[src/rtl/tap_seq_if.sv]
// tap_seq_if: bus bundle between the tap sequencer and its controller.
// Carries the divider tap bus, table configuration, run control and the
// gated output. Optional edge_count is present when TAP_SEQ_EDGE_CNT_EN
// is defined.
interface tap_seq_if #(
  parameter int NUM_SLOTS = 4,
  parameter int DWELL_W   = 8
);
  localparam int AW = $clog2(NUM_SLOTS);

  logic [7:0]         taps_in;
  logic               cfg_we;
  logic [AW-1:0]      cfg_addr;
  logic [2:0]         cfg_tap;
  logic [DWELL_W-1:0] cfg_dwell;
  logic               cfg_ready;
  logic [AW-1:0]      seq_len;
  logic               loop_en;
  logic               start;
  logic               stop;
  logic               seq_out;
  logic               seq_active;
  logic [AW-1:0]      slot_idx;
  logic               done;
`ifdef TAP_SEQ_EDGE_CNT_EN
  logic [15:0]        edge_count;
`endif

  // Controller side: drives taps, configuration and run control.
  modport master (
    output taps_in, cfg_we, cfg_addr, cfg_tap, cfg_dwell, seq_len, loop_en, start, stop,
    input  cfg_ready, seq_out, seq_active, slot_idx, done
`ifdef TAP_SEQ_EDGE_CNT_EN
    , edge_count
`endif
  );

  // Sequencer side.
  modport slave (
    input  taps_in, cfg_we, cfg_addr, cfg_tap, cfg_dwell, seq_len, loop_en, start, stop,
    output cfg_ready, seq_out, seq_active, slot_idx, done
`ifdef TAP_SEQ_EDGE_CNT_EN
    , edge_count
`endif
  );
endinterface

[src/rtl/tap_sequencer.sv]
// tap_sequencer: steps through a programmable slot table; each slot picks
// one divider tap and emits a fixed number of whole pulses of it on
// seq_out. Define TAP_SEQ_EDGE_CNT_EN to add the 16-bit edge_count output.
module tap_sequencer #(
  parameter int NUM_SLOTS = 4,
  parameter int DWELL_W   = 8
) (
  input logic     clk,
  input logic     rst_n,
  tap_seq_if.slave bus
);
  localparam int AW = $clog2(NUM_SLOTS);

  localparam logic [1:0] S_IDLE = 2'd0;
  localparam logic [1:0] S_ARM  = 2'd1;
  localparam logic [1:0] S_RUN  = 2'd2;
  localparam logic [1:0] S_DONE = 2'd3;

  logic [1:0]         state_reg, state_next;
  logic [AW-1:0]      slot_reg, slot_next;
  logic [AW-1:0]      last_reg;
  logic [DWELL_W-1:0] count_reg, count_next;
  logic               tap_q_reg;
  logic               seq_out_reg, seq_out_next;

  logic [2:0]         tab_tap_reg   [NUM_SLOTS];
  logic [DWELL_W-1:0] tab_dwell_reg [NUM_SLOTS];

  logic [2:0]         cur_tap;
  logic [DWELL_W-1:0] cur_dwell;
  logic               tap_now, tap_rise, tap_fall;
  logic               start_ok;
  logic [1:0]         adv_state;
  logic [AW-1:0]      adv_slot;

  assign cur_tap   = tab_tap_reg[slot_reg];
  assign cur_dwell = tab_dwell_reg[slot_reg];
  assign tap_now   = bus.taps_in[cur_tap];
  assign tap_rise  = tap_now & ~tap_q_reg;
  assign tap_fall  = ~tap_now & tap_q_reg;
  assign start_ok  = (state_reg == S_IDLE) && bus.start && !bus.stop;

  // Slot table; each slot resets to {tap=i mod 8, dwell=1} and is writable only while idle.
  generate
    for (genvar gi = 0; gi < NUM_SLOTS; gi++) begin : g_slot
      always_ff @(posedge clk or negedge rst_n) begin
        if (!rst_n) begin
          tab_tap_reg[gi]   <= 3'(gi % 8);
          tab_dwell_reg[gi] <= DWELL_W'(1);
        end else if (state_reg == S_IDLE && bus.cfg_we && bus.cfg_addr == AW'(gi)) begin
          tab_tap_reg[gi]   <= bus.cfg_tap;
          tab_dwell_reg[gi] <= bus.cfg_dwell;
        end
      end
    end
  endgenerate

  // Where to go when the current slot is finished (or skipped).
  always_comb begin
    adv_state = S_DONE;
    adv_slot  = slot_reg;
    if (slot_reg < last_reg) begin
      adv_state = S_ARM;
      adv_slot  = slot_reg + AW'(1);
    end else if (bus.loop_en) begin
      adv_state = S_ARM;
      adv_slot  = '0;
    end
  end

  // Sequencer next-state; stop from any busy state overrides everything.
  always_comb begin
    state_next   = state_reg;
    slot_next    = slot_reg;
    count_next   = count_reg;
    seq_out_next = 1'b0;
    case (state_reg)
      S_IDLE: begin
        if (start_ok) begin
          slot_next  = '0;
          state_next = S_ARM;
        end
      end
      S_ARM: begin
        if (cur_dwell == '0) begin
          state_next = adv_state;
          slot_next  = adv_slot;
        end else if (!tap_now) begin
          // Entering on a low tap guarantees the first pulse is full width.
          state_next = S_RUN;
          count_next = '0;
        end
      end
      S_RUN: begin
        seq_out_next = tap_now;
        if (tap_rise && count_reg != cur_dwell) begin
          count_next = count_reg + DWELL_W'(1);
        end
        // Leave only on a falling edge so the last pulse is never cut short.
        if (tap_fall && count_reg == cur_dwell) begin
          state_next = adv_state;
          slot_next  = adv_slot;
        end
      end
      default: begin
        state_next = S_IDLE;
      end
    endcase
    if (bus.stop && state_reg != S_IDLE) begin
      state_next   = S_IDLE;
      seq_out_next = 1'b0;
    end
  end

  // Sequencer state registers.
  always_ff @(posedge clk or negedge rst_n) begin
    if (!rst_n) begin
      state_reg   <= S_IDLE;
      slot_reg    <= '0;
      last_reg    <= '0;
      count_reg   <= '0;
      tap_q_reg   <= 1'b0;
      seq_out_reg <= 1'b0;
    end else begin
      state_reg   <= state_next;
      slot_reg    <= slot_next;
      count_reg   <= count_next;
      tap_q_reg   <= tap_now;
      seq_out_reg <= seq_out_next;
      if (start_ok) begin
        last_reg <= bus.seq_len;
      end
    end
  end

  assign bus.seq_out    = seq_out_reg;
  assign bus.seq_active = (state_reg == S_ARM) || (state_reg == S_RUN);
  assign bus.slot_idx   = slot_reg;
  assign bus.done       = (state_reg == S_DONE);
  assign bus.cfg_ready  = (state_reg == S_IDLE);

`ifdef TAP_SEQ_EDGE_CNT_EN
  logic [15:0] edge_cnt_reg;

  // Saturating count of seq_out rising edges since the last accepted start.
  always_ff @(posedge clk or negedge rst_n) begin
    if (!rst_n) begin
      edge_cnt_reg <= '0;
    end else if (start_ok) begin
      edge_cnt_reg <= '0;
    end else if (seq_out_next && !seq_out_reg && edge_cnt_reg != 16'hFFFF) begin
      edge_cnt_reg <= edge_cnt_reg + 16'd1;
    end
  end

  assign bus.edge_count = edge_cnt_reg;
`endif
endmodule

[src/flat_wrapper.sv]
// flat-port wrapper written by rule: the top's interface ports become plain ports
module tap_sequencer_flat 
#(
  parameter int NUM_SLOTS = 4,
  parameter int DWELL_W   = 8
)
  (clk, rst_n, bus_taps_in, bus_cfg_we, bus_cfg_addr, bus_cfg_tap, bus_cfg_dwell, bus_seq_len, bus_loop_en, bus_start, bus_stop, bus_cfg_ready, bus_seq_out, bus_seq_active, bus_slot_idx, bus_done);
  tap_seq_if #(.NUM_SLOTS(NUM_SLOTS), .DWELL_W(DWELL_W)) bus_i ();
  input logic clk;
  input logic rst_n;
  input wire logic [$bits(bus_i.taps_in)-1:0] bus_taps_in;
  input wire logic [$bits(bus_i.cfg_we)-1:0] bus_cfg_we;
  input wire logic [$bits(bus_i.cfg_addr)-1:0] bus_cfg_addr;
  input wire logic [$bits(bus_i.cfg_tap)-1:0] bus_cfg_tap;
  input wire logic [$bits(bus_i.cfg_dwell)-1:0] bus_cfg_dwell;
  input wire logic [$bits(bus_i.seq_len)-1:0] bus_seq_len;
  input wire logic [$bits(bus_i.loop_en)-1:0] bus_loop_en;
  input wire logic [$bits(bus_i.start)-1:0] bus_start;
  input wire logic [$bits(bus_i.stop)-1:0] bus_stop;
  output wire logic [$bits(bus_i.cfg_ready)-1:0] bus_cfg_ready;
  output wire logic [$bits(bus_i.seq_out)-1:0] bus_seq_out;
  output wire logic [$bits(bus_i.seq_active)-1:0] bus_seq_active;
  output wire logic [$bits(bus_i.slot_idx)-1:0] bus_slot_idx;
  output wire logic [$bits(bus_i.done)-1:0] bus_done;
  assign bus_i.taps_in = bus_taps_in;
  assign bus_i.cfg_we = bus_cfg_we;
  assign bus_i.cfg_addr = bus_cfg_addr;
  assign bus_i.cfg_tap = bus_cfg_tap;
  assign bus_i.cfg_dwell = bus_cfg_dwell;
  assign bus_i.seq_len = bus_seq_len;
  assign bus_i.loop_en = bus_loop_en;
  assign bus_i.start = bus_start;
  assign bus_i.stop = bus_stop;
  assign bus_cfg_ready = bus_i.cfg_ready;
  assign bus_seq_out = bus_i.seq_out;
  assign bus_seq_active = bus_i.seq_active;
  assign bus_slot_idx = bus_i.slot_idx;
  assign bus_done = bus_i.done;
  tap_sequencer #(.NUM_SLOTS(NUM_SLOTS), .DWELL_W(DWELL_W)) u_core (.clk(clk), .rst_n(rst_n), .bus(bus_i));
endmodule
[config.mk]
export PLATFORM = sky130hd
export DESIGN_NAME = tap_sequencer_flat
export DESIGN_NICKNAME = d
export VERILOG_FILES = /design/src/rtl/tap_seq_if.sv /design/src/rtl/tap_sequencer.sv /design/src/flat_wrapper.sv
export SDC_FILE = /design/constraint.sdc
export NUM_CORES = 1
export LEC_CHECK = 0
export ABC_AREA = 1
export CORE_MARGIN = 2
export CORE_UTILIZATION = 50
export CTS_BUF_LIST = sky130_fd_sc_hd__clkbuf_16
export CTS_CLUSTER_DIAMETER = 60
export DETAILED_ROUTE_END_ITERATION = 12
export GPL_TIMING_DRIVEN = 0
export MAX_ROUTING_LAYER = met4
export PLACE_DENSITY = 0.74
export SLEW_MARGIN = 0
export SYNTH_ARGS = -nofsm -noshare
export SYNTH_HDL_FRONTEND = slang
export SYNTH_SLANG_ARGS = --single-unit
[constraint.sdc]
create_clock -name clk -period 3.7 [get_ports clk]
set_input_delay 0.74 -clock clk [delete_from_list [all_inputs] [get_ports clk]]
set_output_delay 0.74 -clock clk [all_outputs]
set_load 0.005 [all_outputs]
Yosys cells after proc, flatten, opt, wreduce, memory -nomap -nowiden
Index checks and enable logic that the tools add are counted.

word-level totals
  output and inout bits = 6
  input bits = 29
  register bits after elaboration = 60

cells by class
  bitwise operators = 5
  magnitude comparators = 3
  reduce and logical (&&, ||, !) cells = 21
  equality and inequality tests = 17
  muxes and demuxes = 28
  add/subtract/negate cells = 2

operators with widths
  cell                                                        count
  two-way mux 8 bit                                           5
  two-way mux 2 bit                                           12
  binary-select mux 8 bit (select 2 bit)                      1
  case mux 8 bit (2 select lines)                             1
  case mux 2 bit (3 select lines)                             2
  logical AND 1 bit                                           10
  adder 8 x 1 -> 8 bit, second input constant                 1
  == test 2 bit, second input constant                        4
  == test 8 bit                                               1
  zero test 8 bit                                             1
  != test 2 x 1 -> 1 bit, second input constant               4
  != test 8 bit                                               1
  AND reduction 4 bit                                         2
  binary-select mux 3 bit (select 2 bit)                      1
  two-way mux 3 bit                                           2
  != test 3 x 1 -> 1 bit, second input constant               2
  == test 2 x 1 -> 1 bit, second input constant               2
  zero test 2 bit                                             2
  less-than comparator 3 x 4 -> 1 bit, second input constant  1
  != test 2 bit, second input constant                        2
  != test 4 bit, second input constant                        1
  nonzero test 2 bit                                          2
  binary-select mux 1 bit (select 3 bit)                      1
  greater-or-equal comparator 3 bit, second input constant    1
  other kinds (10)                                            14

Longest topological paths before layout
  word-level depth = 12
  gate-level depth with buffers = 17
  gate-level depth less buffers = 15

Worst setup path before layout
No wires, ideal clock.

  kind = flip-flop to flip-flop
  start point = register u_core.slot_reg[0] (netlist: u_core.bus.slot_idx[0])
  end point = register u_core.state_reg[0]
  cell stages (with the launch flop) = 15
  setup time = 117 ps
  buffers on the path = 2
  setup slack = 1,965 ps
  data arrival time = 1,618 ps
  required time = 3,583 ps
  cell sequence = dfrtp_1 > buf_6 > buf_4 > nand2_1 > nand3_1 > nand2_2 > nand2_1 > nor2_2 > nand2_2 > nand2_4 > nor2_2 > a21boi_2 > nand2_1 > nand2_1 > nand2_1

on the way
  longest elaborated chain between the ends = 11
  elaborated cells on any way between the ends = 23

RTL lines
  item                                                   line                                      RTL
  from (decl)                                            tap_sequencer.sv:20                       logic [AW-1:0] slot_reg, slot_next;
  from (signal assigned)                                 tap_sequencer.sv:126                      slot_reg <= slot_next;
  NOT 2 -> 3 bit (implied by the code)                   tap_sequencer.sv:36, tap_sequencer.sv:37
  binary-select mux 3 bit (select 2 bit)                 tap_sequencer.sv:36                       assign cur_tap = tab_tap_reg[slot_reg];
  two-way mux 3 bit (implied by the code) (2 in series)  tap_sequencer.sv:36
  binary-select mux 1 bit (select 3 bit)                 tap_sequencer.sv:38                       assign tap_now = bus.taps_in[cur_tap];
  two-way mux 1 bit (implied by the code)                tap_sequencer.sv:38
  NOT 1 bit                                              tap_sequencer.sv:40                       assign tap_fall = ~tap_now & tap_q_reg;
  bitwise AND 1 bit                                      tap_sequencer.sv:40
  logical AND 1 bit                                      tap_sequencer.sv:100                      if (tap_fall && count_reg == cur_dwell) begin
  != test 3 x 1 -> 1 bit (no line)                       --
  AND reduction 3 bit (no line)                          --
  to (signal assigned)                                   tap_sequencer.sv:125                      state_reg <= state_next;
  to (decl)                                              tap_sequencer.sv:19                       logic [1:0] state_reg, state_next;

Several ways; a longest one is shown, not always the timed one. The select of a mux whose other input is x is not followed.
A chain may end at the register's enable or synchronous reset.

Final worst setup path
  start point = register u_core.state_reg[0]
  end point = output port bus_cfg_ready

on the way
  longest elaborated chain between the ends = 1

RTL lines
  item             line                  RTL
  zero test 2 bit  tap_sequencer.sv:140  assign bus.cfg_ready = (state_reg == S_IDLE);
  to (decl)        flat_wrapper.sv:20    output wire logic [$bits(bus_i.cfg_ready)-1:0] bus_cfg_ready;

Every way passes these cells.

==> run_summary.xml <==
<?xml version="1.0" encoding="UTF-8"?>
<metrics>
  <group name="global_routing">
    <metric name="globalRoute.totalOverflow" unit="">0</metric>
    <metric name="grt_first_pass_wirelength" unit="mm">14.5</metric>
    <metric name="grt_antenna_before_repair" unit="">0</metric>
    <metric name="globalRouteTotalUtil" unit="%">25.8</metric>
    <metric name="grt_max_degree" unit="">42</metric>
    <metric name="grt_pass1_vias" unit="">3051</metric>
  </group>
  <group name="setup_path">
    <metric name="endpoint_kind" unit="">output port</metric>
    <metric name="crit_fanout" unit="">7</metric>
    <metric name="timing.critical_path.from_type" unit="">register</metric>
    <metric name="cp_data_required_time" unit="ns">2.96</metric>
    <metric name="timing_worst_setup_path_type" unit="">register to output port</metric>
    <metric name="worstRegToRegCells" unit="">13</metric>
    <metric name="critical_path_arrival" unit="ns">1.67</metric>
  </group>
  <group name="synth">
    <metric name="syn-mean-instance-area" unit="µm²">7.21</metric>
    <metric name="yosys.area_share.simple" unit="%">36.3</metric>
    <metric name="muxShareOfSynthArea" unit="%">0</metric>
    <metric name="dominant_combinational_cell_family_by_area_after_synthesis" unit="">simple AND/OR/NAND/NOR gates</metric>
    <metric name="edff_count_synth" unit="">0</metric>
    <metric name="share_of_the_yosys_chip_area_belonging_to_registers" unit="%">44.0</metric>
    <metric name="postSynthRegisterBits" unit="">60</metric>
    <metric name="count_of_mapped_cells_out_of_synthesis" unit="">477</metric>
    <metric name="synth_compound_gate_area_share" unit="%">9.32</metric>
    <metric name="asyncSetResetFlopFracSynth" unit="%">100</metric>
    <metric name="synth_warnings" unit="">0</metric>
    <metric name="synthDistinctLibCells" unit="">24</metric>
    <metric name="synth_top_flop_cell" unit="">sky130_fd_sc_hd__dfrtp_1</metric>
    <metric name="post_synth_instance_area" unit="µm²">3440</metric>
    <metric name="post_synth_fa_ha_maj_area_fraction" unit="%">2.18</metric>
    <metric name="synth_nets" unit="">512</metric>
    <metric name="synth_xor_xnor_area_share" unit="%">0</metric>
  </group>
  <group name="sta">
    <metric name="totalNegativeSetupSlack" unit="ns">0</metric>
    <metric name="final.period_utilization" unit="%">65.2</metric>
    <metric name="least_margin_pin_slew" unit="ns">0.559</metric>
    <metric name="min_period" unit="ns">2.41</metric>
    <metric name="post_route_worst_hold_slack" unit="ns">0.361</metric>
    <metric name="rsz0062_at_grt" unit="">false</metric>
    <metric name="achievable_clock_frequency" unit="GHz">0.415</metric>
    <metric name="clock-skew-final" unit="ns">0.00455</metric>
    <metric name="worst_slew_margin_rel" unit="%">62.7</metric>
    <metric name="max_slew_violation_count" unit="">0</metric>
    <metric name="hold_violations" unit="">0</metric>
    <metric name="setup-violations-final" unit="">0</metric>
  </group>
  <group name="route">
    <metric name="route.final.wire_length" unit="mm">8.66</metric>
    <metric name="drt_pass1_iterations" unit="">5</metric>
    <metric name="drtAntennaViolNets" unit="">0</metric>
    <metric name="via_count_of_the_routed_design" unit="">3217</metric>
    <metric name="post-route-drc-count" unit="">0</metric>
    <metric name="wl_per_cell" unit="µm">14.3</metric>
    <metric name="count_of_routing_violations_after_the_opening_detailed_route_iteration" unit="">274</metric>
    <metric name="drt-vias-per-instance" unit="">5.29</metric>
  </group>
  <group name="floorplanning">
    <metric name="area_of_the_placeable_core" unit="µm²">6720</metric>
    <metric name="floorplan.die.height" unit="µm">86.9</metric>
    <metric name="die-area" unit="µm²">7550</metric>
    <metric name="floorplan.initialDensity" unit="%">51.2</metric>
    <metric name="ioPinCount" unit="">35</metric>
    <metric name="die_span_in_x" unit="µm">86.9</metric>
    <metric name="placementRows" unit="">30</metric>
  </group>
  <group name="power_and_ir_drop">
    <metric name="ir_worst_vdd" unit="µV">398</metric>
    <metric name="p_leak" unit="nW">2.08</metric>
    <metric name="p_per_area" unit="nW/µm²">899</metric>
  </group>
  <group name="finish">
    <metric name="post_route_cells_drive_above_1_share" unit="%">10.2</metric>
    <metric name="layout.filler_cells" unit="">599</metric>
    <metric name="insertedDiodeCount" unit="">0</metric>
    <metric name="relative_area_change_from_synthesis_to_final_layout" unit="%">22.2</metric>
    <metric name="final_cell_mix" unit="">sky130_fd_sc_hd__nand2_1 (162), sky130_fd_sc_hd__nand3_1 (64), sky130_fd_sc_hd__dfrtp_1 (52)</metric>
    <metric name="largest_reg_flops" unit="">32</metric>
    <metric name="nets" unit="">558</metric>
    <metric name="mostFrequentLayoutCell" unit="">sky130_fd_sc_hd__nand2_1</metric>
  </group>
  <group name="cts">
    <metric name="tritoncts" unit="">built</metric>
    <metric name="clk_pin_slew_worst_paths" unit="ns">0.06</metric>
    <metric name="clk_root_buffer_cell" unit="">sky130_fd_sc_hd__clkbuf_16</metric>
    <metric name="post-cts-setup-buffer-count" unit="">0</metric>
    <metric name="cts_htree_levels" unit="">3</metric>
    <metric name="post_cts_resized" unit="">0</metric>
    <metric name="clkLatencyLatePin" unit="ns">0.33</metric>
    <metric name="cts_made_buffers" unit="">9</metric>
    <metric name="max-clock-path-buffers" unit="">2</metric>
    <metric name="tritoncts_num_sinks" unit="">60</metric>
    <metric name="ctsHoldBuffers" unit="">0</metric>
  </group>
  <group name="place">
    <metric name="dpl.hpwl" unit="mm">6.05</metric>
    <metric name="routabilityCongestion" unit="">0.848</metric>
    <metric name="portBuffers" unit="">34</metric>
  </group>
  <group name="run">
    <metric name="timing.max_cap.violations" unit="">0</metric>
  </group>
  <group name="worst_hold_path">
    <metric name="hold_path_class" unit="">input port to asynchronous set/reset pin</metric>
  </group>
  <group name="run_status">
    <metric name="status" unit="">finished, final reports clean</metric>
  </group>
</metrics>
-- final cells by class --
type	instances	area, µm²	area share [%]
buffer	16	92.6	2.21
tap	80	100	2.38
sequential	60	1510	36.0
clock buffer	9	225	5.36
clock inverter	7	81.3	1.94
multi-input combinational	351	1640	39.1
timing repair buffer	35	355	8.46
inverter	50	190	4.53
-- cells in the mapped netlist, types with 3 or more instances --
cell	instances	area share, %
sky130_fd_sc_hd__ha_1	6	2.2
sky130_fd_sc_hd__o21ai_0	38	5.5
sky130_fd_sc_hd__nand3_1	64	9.3
sky130_fd_sc_hd__nor3_1	8	1.2
sky130_fd_sc_hd__nor2_2	3	0.55
sky130_fd_sc_hd__nand2_2	6	1.1
sky130_fd_sc_hd__inv_1	48	5.2
sky130_fd_sc_hd__nand2_4	4	1.3
sky130_fd_sc_hd__buf_6	3	0.98
sky130_fd_sc_hd__nand3_2	4	1.2
sky130_fd_sc_hd__dfstp_2	8	6.1
sky130_fd_sc_hd__dfrtp_1	52	38
sky130_fd_sc_hd__a21oi_1	20	2.9
sky130_fd_sc_hd__clkbuf_1	9	0.98
sky130_fd_sc_hd__nand2_1	162	18
sky130_fd_sc_hd__nor2_1	31	3.4
-- metal layers --
metal	part of all wire, %	global-route usage, %	vias to the layer above	routed length (µm)
met3	5.1	3.32	12	446
met2	47	40.5	99	4100
li1	-	-	1624	-
met4	1.6	10.4	0	137
met5	0	-	-	0
met1	46	34.0	1482	3980
-- path summary, 6_finish.rpt --
path | start | end | slack [ns]
worst max register to register | u_core.bus.slot_idx[1]$_DFFE_PN0P_ | u_core.state_reg[0]$_DFFE_PN0P_ | 1.48
min in group clk | u_core.tab_tap_reg[11]$_DFFE_PN0P_ | u_core.tab_tap_reg[11]$_DFFE_PN0P_ | 0.49
worst min-delay path | rst_n | u_core.last_reg[1]$_DFFE_PN0P_ | 0.36
worst max-delay path | u_core.state_reg[0]$_DFFE_PN0P_ | bus_cfg_ready | 1.29
max in group asynchronous | rst_n | u_core.tab_dwell_reg[8]$_DFFE_PN1P_ | 2.70
worst min register to register | u_core.tab_tap_reg[11]$_DFFE_PN0P_ | u_core.tab_tap_reg[11]$_DFFE_PN0P_ | 0.49
-- critical path, stage by stage (launching register included) --
cell and delay (ns):
sky130_fd_sc_hd__dfrtp_1 0.41, sky130_fd_sc_hd__inv_1 0.09, sky130_fd_sc_hd__ha_1 0.29, sky130_fd_sc_hd__clkdlybuf4s50_1 0.55
-- through the flow --
step	power, mW	instances	setup slack (ns)	util (%)	area, µm²
5_1_grt	4.10	608	1.21	62.5	4200
6_report	3.77	608	1.29	62.5	4200
2_1_floorplan	2.42	477	1.97	-	3440
4_1_cts	3.77	608	1.29	62.5	4200
3_5_place_dp	2.88	592	1.14	57.9	3890
3_3_place_gp	2.82	591	0.00275	57.7	3880
-- logic make-up after synthesis --
kind of cell	Yosys count
and+or+nand+nor	285
AOI/OAI and AO/OA	60
adders and majority gates	6
buffers and inverters	66
DFF	60
-- power by group --
part           switching, mW  total, mW  internal (mW)  leakage (nW)
clock network          0.341      0.874          0.533         0.153
registers              0.167       1.13          0.962         0.734
logic                   1.12       1.77          0.652          1.19
total                   1.63       3.77           2.15          2.08
Note: power is estimated with default switching activity, not from simulation.
